## src/rtl/lcd_pkg.sv

```systemverilog
// lcd_pkg: panel geometry defaults, FSM state and pixel types shared by the raster controller
package lcd_pkg;
  localparam int H_ACT_D  = 480;
  localparam int H_FP_D   = 2;
  localparam int H_SYNC_D = 41;
  localparam int H_BP_D   = 2;
  localparam int V_ACT_D  = 272;
  localparam int V_FP_D   = 2;
  localparam int V_SYNC_D = 10;
  localparam int V_BP_D   = 2;
  localparam int CW_D     = 10;
  localparam int H_TOT_D  = H_ACT_D + H_FP_D + H_SYNC_D + H_BP_D;
  localparam int V_TOT_D  = V_ACT_D + V_FP_D + V_SYNC_D + V_BP_D;
  typedef enum logic [1:0] {IDLE, RUN, STOP} state_e;
  typedef struct packed {
    logic [7:0] r;
    logic [7:0] g;
    logic [7:0] b;
  } rgb888_t;
endpackage

```

## src/rtl/lcd_timing_counter.sv

```systemverilog
// lcd_timing_counter: h/v raster counters with wrap flags and active/sync decode
module lcd_timing_counter
  import lcd_pkg::*;
#(
  parameter int H_ACT  = H_ACT_D,
  parameter int H_FP   = H_FP_D,
  parameter int H_SYNC = H_SYNC_D,
  parameter int H_BP   = H_BP_D,
  parameter int V_ACT  = V_ACT_D,
  parameter int V_FP   = V_FP_D,
  parameter int V_SYNC = V_SYNC_D,
  parameter int V_BP   = V_BP_D,
  parameter int CW     = CW_D
) (
  input  logic          clk,
  input  logic          rst,
  input  logic          clr,
  input  logic          inc,
  output logic [CW-1:0] h,
  output logic [CW-1:0] v,
  output logic          line_end,
  output logic          frame_end,
  output logic          act,
  output logic          hs_n,
  output logic          vs_n
);
  localparam int H_TOT = H_ACT + H_FP + H_SYNC + H_BP;
  localparam int V_TOT = V_ACT + V_FP + V_SYNC + V_BP;
  logic [CW-1:0] h_q, h_d, v_q, v_d;
  // next counter values plus position decode of the current counters
  always_comb begin
    line_end  = h_q == CW'(H_TOT - 1);
    frame_end = line_end && v_q == CW'(V_TOT - 1);
    h_d = clr ? '0 : !inc ? h_q : line_end ? '0 : h_q + CW'(1);
    v_d = clr ? '0 : !(inc && line_end) ? v_q : frame_end ? '0 : v_q + CW'(1);
    act  = h_q < CW'(H_ACT) && v_q < CW'(V_ACT);
    hs_n = !(h_q >= CW'(H_ACT + H_FP) && h_q < CW'(H_ACT + H_FP + H_SYNC));
    vs_n = !(v_q >= CW'(V_ACT + V_FP) && v_q < CW'(V_ACT + V_FP + V_SYNC));
  end
  // counter registers
  always_ff @(posedge clk) begin
    if (rst) begin
      h_q <= '0;
      v_q <= '0;
    end else begin
      h_q <= h_d;
      v_q <= v_d;
    end
  end
  assign h = h_q;
  assign v = v_q;
endmodule

```

## src/rtl/lcd_raster_ctrl.sv

```systemverilog
// lcd_raster_ctrl: start/stop raster scan sequencer driving an LCD model from a pixel source
module lcd_raster_ctrl
  import lcd_pkg::*;
#(
  parameter int H_ACT  = H_ACT_D,
  parameter int H_FP   = H_FP_D,
  parameter int H_SYNC = H_SYNC_D,
  parameter int H_BP   = H_BP_D,
  parameter int V_ACT  = V_ACT_D,
  parameter int V_FP   = V_FP_D,
  parameter int V_SYNC = V_SYNC_D,
  parameter int V_BP   = V_BP_D,
  parameter int CW     = CW_D
) (
  input  logic          clk,
  input  logic          rst,
  input  logic          en,
  output logic [CW-1:0] src_x,
  output logic [CW-1:0] src_y,
  output logic          src_act,
  input  logic [7:0]    src_r,
  input  logic [7:0]    src_g,
  input  logic [7:0]    src_b,
  output logic [CW-1:0] lcd_x,
  output logic [CW-1:0] lcd_y,
  output logic [7:0]    lcd_r,
  output logic [7:0]    lcd_g,
  output logic [7:0]    lcd_b,
  output logic          lcd_de,
  output logic          lcd_hsync,
  output logic          lcd_vsync,
  output logic          frame_start,
  output logic          busy,
  output logic [15:0]   frame_cnt
);
  state_e        state_q, state_d;
  logic [CW-1:0] h, v;
  logic          line_end, frame_end, act, hs_n, vs_n, idle;
  logic [CW-1:0] x_q, x_d, y_q, y_d;
  rgb888_t       rgb_q, rgb_d;
  logic          de_q, de_d, hs_q, hs_d, vs_q, vs_d, fs_q, fs_d;
  logic [15:0]   cnt_q, cnt_d;

  lcd_timing_counter #(
    .H_ACT(H_ACT), .H_FP(H_FP), .H_SYNC(H_SYNC), .H_BP(H_BP),
    .V_ACT(V_ACT), .V_FP(V_FP), .V_SYNC(V_SYNC), .V_BP(V_BP), .CW(CW)
  ) u_cnt (
    .clk(clk), .rst(rst), .clr(idle), .inc(!idle),
    .h(h), .v(v), .line_end(line_end), .frame_end(frame_end),
    .act(act), .hs_n(hs_n), .vs_n(vs_n)
  );

  // scan FSM: STOP keeps scanning and only drops to IDLE at the frame boundary
  always_comb begin
    idle    = state_q == IDLE;
    state_d = en ? RUN : idle ? IDLE : (state_q == STOP && frame_end) ? IDLE : STOP;
  end

  // stage-1 next values: coordinates hold their last active value during blanking
  always_comb begin
    src_act = act && !idle;
    de_d    = src_act;
    x_d     = src_act ? h : x_q;
    y_d     = src_act ? v : y_q;
    rgb_d   = src_act ? rgb888_t'({src_r, src_g, src_b}) : '0;
    hs_d    = idle ? 1'b1 : hs_n;
    vs_d    = idle ? 1'b1 : vs_n;
    fs_d    = src_act && h == '0 && v == '0;
    cnt_d   = cnt_q + {15'd0, fs_d};
  end

  // state and output pipeline registers
  always_ff @(posedge clk) begin
    if (rst) begin
      state_q <= IDLE;
      de_q    <= 1'b0;
      x_q     <= '0;
      y_q     <= '0;
      rgb_q   <= '0;
      hs_q    <= 1'b1;
      vs_q    <= 1'b1;
      fs_q    <= 1'b0;
      cnt_q   <= '0;
    end else begin
      state_q <= state_d;
      de_q    <= de_d;
      x_q     <= x_d;
      y_q     <= y_d;
      rgb_q   <= rgb_d;
      hs_q    <= hs_d;
      vs_q    <= vs_d;
      fs_q    <= fs_d;
      cnt_q   <= cnt_d;
    end
  end

  assign src_x       = h;
  assign src_y       = v;
  assign lcd_x       = x_q;
  assign lcd_y       = y_q;
  assign lcd_r       = rgb_q.r;
  assign lcd_g       = rgb_q.g;
  assign lcd_b       = rgb_q.b;
  assign lcd_de      = de_q;
  assign lcd_hsync   = hs_q;
  assign lcd_vsync   = vs_q;
  assign frame_start = fs_q;
  assign busy        = !idle;
  assign frame_cnt   = cnt_q;
endmodule
```

## config.mk

```make
export PLATFORM = sky130hd
export DESIGN_NAME = lcd_raster_ctrl
export DESIGN_NICKNAME = d
export VERILOG_FILES = /design/src/rtl/lcd_pkg.sv /design/src/rtl/lcd_timing_counter.sv /design/src/rtl/lcd_raster_ctrl.sv
export SDC_FILE = /design/constraint.sdc
export NUM_CORES = 1
export LEC_CHECK = 0
export ABC_AREA = 1
export BUFFER_PORTS_ARGS = -buffer_cell sky130_fd_sc_hd__buf_2
export CORE_ASPECT_RATIO = 0.5
export CORE_MARGIN = 3
export CORE_UTILIZATION = 46
export CTS_CLUSTER_DIAMETER = 60
export CTS_CLUSTER_SIZE = 25
export DETAILED_ROUTE_END_ITERATION = 16
export GPL_TIMING_DRIVEN = 0
export PLACE_DENSITY_LB_ADDON = 0.12
export SLEW_MARGIN = 10
export SYNTH_ARGS = -nofsm -noshare
export SYNTH_HDL_FRONTEND = slang
export SYNTH_SLANG_ARGS = --single-unit
```

## constraint.sdc

```tcl
create_clock -name clk -period 3.1 [get_ports clk]
set_clock_uncertainty 0.15 [all_clocks]
set_input_delay 0.62 -clock clk [delete_from_list [all_inputs] [get_ports clk]]
set_output_delay 0.62 -clock clk [all_outputs]
set_load 0.01 [all_outputs]
```

==> results by group <==
Setup path
  – Crit path cell chain: inv_2 > nand2_2 > nand2_4 > nand3_2 > a21oi_4 > buf_4 > inv_1 > nor2_1 > ha_1 > ha_1 > nand2_1 > nor2_2 > nand2_1 > nor2_1 > nand2_1 > nand2_1 > nor2_1
  – CP endpoint kind: register
  – Worst reg2reg startpoint: u_cnt.v[6]
  – Worst setup SP type: register
  – Worst endpoint data arrival time: 2.79 ns
  – Worst Setup Path Type: reg -> reg
  – Setup crit start: u_cnt.v[6]
  – Critical path required time: between 3 and 4 ns
  – Slowest stage delay, CP: 0.37 ns
  – Most used cell, CP: nand2_1
  – Slowest-stage cell, CP: dfxtp_1
  – Worst-path fanout max: 10

Timing
  – Tmin final: 2.735 ns
  – Final hold viol count: 0
  – RSZ-0062 raised after global routing: false
  – Min Hold Slack: 0.2955 ns
  – Final Worst Setup Slack: 0.3646 ns
  – Rel. slew slack: 0.6505
  – Period utilization: 0.8824
  – Worst Max-Slew Pin Slew: between 0.5 and 0.6 ns
  – Setup TNS: 0 ns
  – Max Slew Vio Count: 0
  – # setup viols final: 0
  – Fmax: 365.6 MHz

Drt
  – DR pass1 iterations: 6
  – Routed vias: ~3,400
  – Initial drt markers: 175
  – Final WL: 8.625 mm
  – Drt drc: 0
  – Post-route ant nets: 0
  – Drt wl/cell: 11.69 µm
  – DR vias/cell: between 4 and 5

Power
  – Comb power frac: 0.075
  – Pint: 0.001888 W
  – Sequential share of power: 0.470
  – Worst vdd ir: approximately 0.34 mV
  – NetSw: 0.0005647 W
  – Sw Ratio: 0.2302
  – Pwr dens: 517.6 nW/µm²
  – Clock group share of total power: 0.455
  – Leak: 2.352 nW

Clocking
  – TritonCTS clock tree: yes
  – Clk buf depth: 2
  – Clock transition at the registers of the reported paths: 0.06 ns
  – Post-CTS Setup Bufs: 0
  – Clock root cell: clkbuf_16
  – TritonCTS buffer count: 9
  – # clock sinks: 86
  – CTS resizes: 0
  – Hold buffers post-CTS: 0
  – H-tree Lvls: 3
  – Worst-Skew Late Latency: 0.33 ns

Global route
  – Initial antenna violation count: 0
  – Number of global-route vias before repair: ~3,100
  – Total track usage: 0.1919
  – Pin count of the biggest net entering global routing: 16
  – First-pass GRT wire length: 14.60 mm
  – Total gr overflow: 0

Floorplanning
  – Initial core utilization: 0.4903
  – Die X-Extent: around 130 µm
  – Num rows: 22
  – Die area: about 9300 µm²
  – Core Region: between 7000 and 8000 µm²
  – Die height: ~70 µm
  – # IOs: between 100 and 150

Logic synthesis
  – Mapped cell area: 3725 µm²
  – Flops & latches, synth: 86
  – Synth Warn #: 0
  – Sequential share of the synthesized area: 0.4622
  – Syn_nets: 536
  – Avg Cell Area, Syn: 7.420 µm²
  – Syn Inst Count: 502
  – Unique masters post-synth: 32

Layout
  – Layout cells sized above 1: 0.2825
  – Util after Layout: 0.6238
  – Nets: 659
  – Area Growth Syn to Fin: 27.24%
  – Inserted Diodes: 0

Job
  – Maxcap violations: 0

Place
  – Post-detail-place hpwl: 6.747 mm
  – Final GP Congestion: 0.8189
  – Setup WS pre-CTS: 0.2784 ns
  – Port bufs: 112

Worst hold path
  – HP Class: reg -> reg
  – Hold Path Origin: lcd_x[9]

Status
  – Status: completed
## cells in the mapped netlist
cell type	number	area [µm²]
o21ai_1	1	5.000
clkinv_1	1	3.750
nand2_2	2	12.51
o21a_1	1	7.510
nor3_4	1	16.27
a21oi_4	1	16.27
nor3b_1	3	22.52
nor2_4	3	33.78
nand3_1	23	115.1
o22ai_1	1	6.260
dfxtp_1	86	1722
nand3_2	1	10.01
buf_1	1	3.750
nand2_4	3	33.78
a31oi_1	1	6.260
nor2_2	22	137.6
buf_2	1	5.000
a211oi_1	1	7.510
xor2_1	4	35.03
buf_4	2	15.01
o21bai_1	1	7.510
ha_1	7	87.58
nor2_1	97	364.1
nand4_1	27	168.9
nand2_1	84	315.3
clkbuf_1	3	11.26
buf_6	5	56.30
o21ai_0	11	55.05
a21oi_1	19	95.09
inv_2	8	30.03
inv_1	69	259.0
nor3_1	12	60.06
## cells by family (layout without fill, tap and decap cells)
kind of cell / after synthesis / count (layout) / synth area share
XOR/XNOR: 4 / 4 / 0.009404
AND/OR/NAND/NOR: 278 / 278 / 0.3463
adder cells (fa/ha/maj): 7 / 7 / 0.02351
AO/OA/AOI/OAI: 37 / 37 / 0.05543
buffers and inverters: 90 / 218 / 0.1031
flip-flops: 86 / 86 / 0.4622
## critical path: cells and delay by family, from the launching register on
family,cells,cell delay (ns)
compound gates,1,0.22
fa+ha+maj,2,0.37
buf+inv,3,0.37
flops,1,0.37
simple gates,11,1.12
## worst paths after layout
| check | cells past startpoint | to | slack (ns) |
|---|---|---|---|
| min reg2reg | 2 | lcd_x[9] | 0.30 |
| max reg2reg | 17 | frame_cnt[10] | 0.36 |
| max | 17 | frame_cnt[10] | 0.36 |
| min | 2 | lcd_x[9] | 0.30 |
## power by group through the flow
stage,clock [W],combinational (W),sequential [W]
final,0.00112,0.000185,0.00115
after global routing,0.00119,0.000210,0.00116
after CTS,0.00114,0.000188,0.00115
after detailed placement,0,0.000187,0.00118
after global placement,0,0.000184,0.00118
after floorplan,0,0.0000965,0.00119
## final cells by class
class | count | area, µm²
clock inverter | 5 | 63.81
fill | 740 | 2858
inverter | 78 | 292.8
multi-input combinational | 326 | 1622
timing repair buffer | 112 | 560.5
tap | 108 | 135.1
clock buffer | 11 | 252.7
buffer | 12 | 91.34
sequential | 86 | 1722
## sequential cells by signal, summed over array words and instances (netlist names)
register,count
lcd_de,1
state_q,2
lcd_x,10
lcd_vsync,1
frame_cnt,16
lcd_b,8
lcd_y,10
lcd_g,8
u_cnt.v,10
frame_start,1
lcd_hsync,1
u_cnt.h,10
lcd_r,8
## stage by stage
step                      area, µm²  instances  total power (W)
after floorplan                3725        502         0.001291
after global placement         4420        722         0.001360
after detailed placement       4420        722         0.001364
after CTS                      4737        738         0.002483
after global routing           4740        738         0.002561
final                          4740        738         0.002453
## layout by cell type (no fill, tap or decap), drive strengths merged
cell type and instances:
nand4 27, nor3b 3, a31oi 1, nand3 24
ha 7, buf 121, nor3 13, o21ai 12
o21bai 1, nand2 89, nor2 122, inv 79
clkinv 2, bufinv 1, clkinvlp 1, a211oi 1
a21oi 20, o21a 1, o22ai 1, dfxtp 86
clkbuf 14, xor2 4
## per-layer routing
| metal | vias to the layer above | share of wire | global-route usage |
|---|---|---|---|
| met5 | - | 0 | 0 |
| met4 | 0 | 0.0060 | 0.04447 |
| met3 | 5 | 0.086 | 0.08551 |
| met2 | 85 | 0.43 | 0.2888 |
| met1 | 1532 | 0.48 | 0.2536 |
| li1 | 1825 | - | - |
Power figures use the tool's default switching activity.
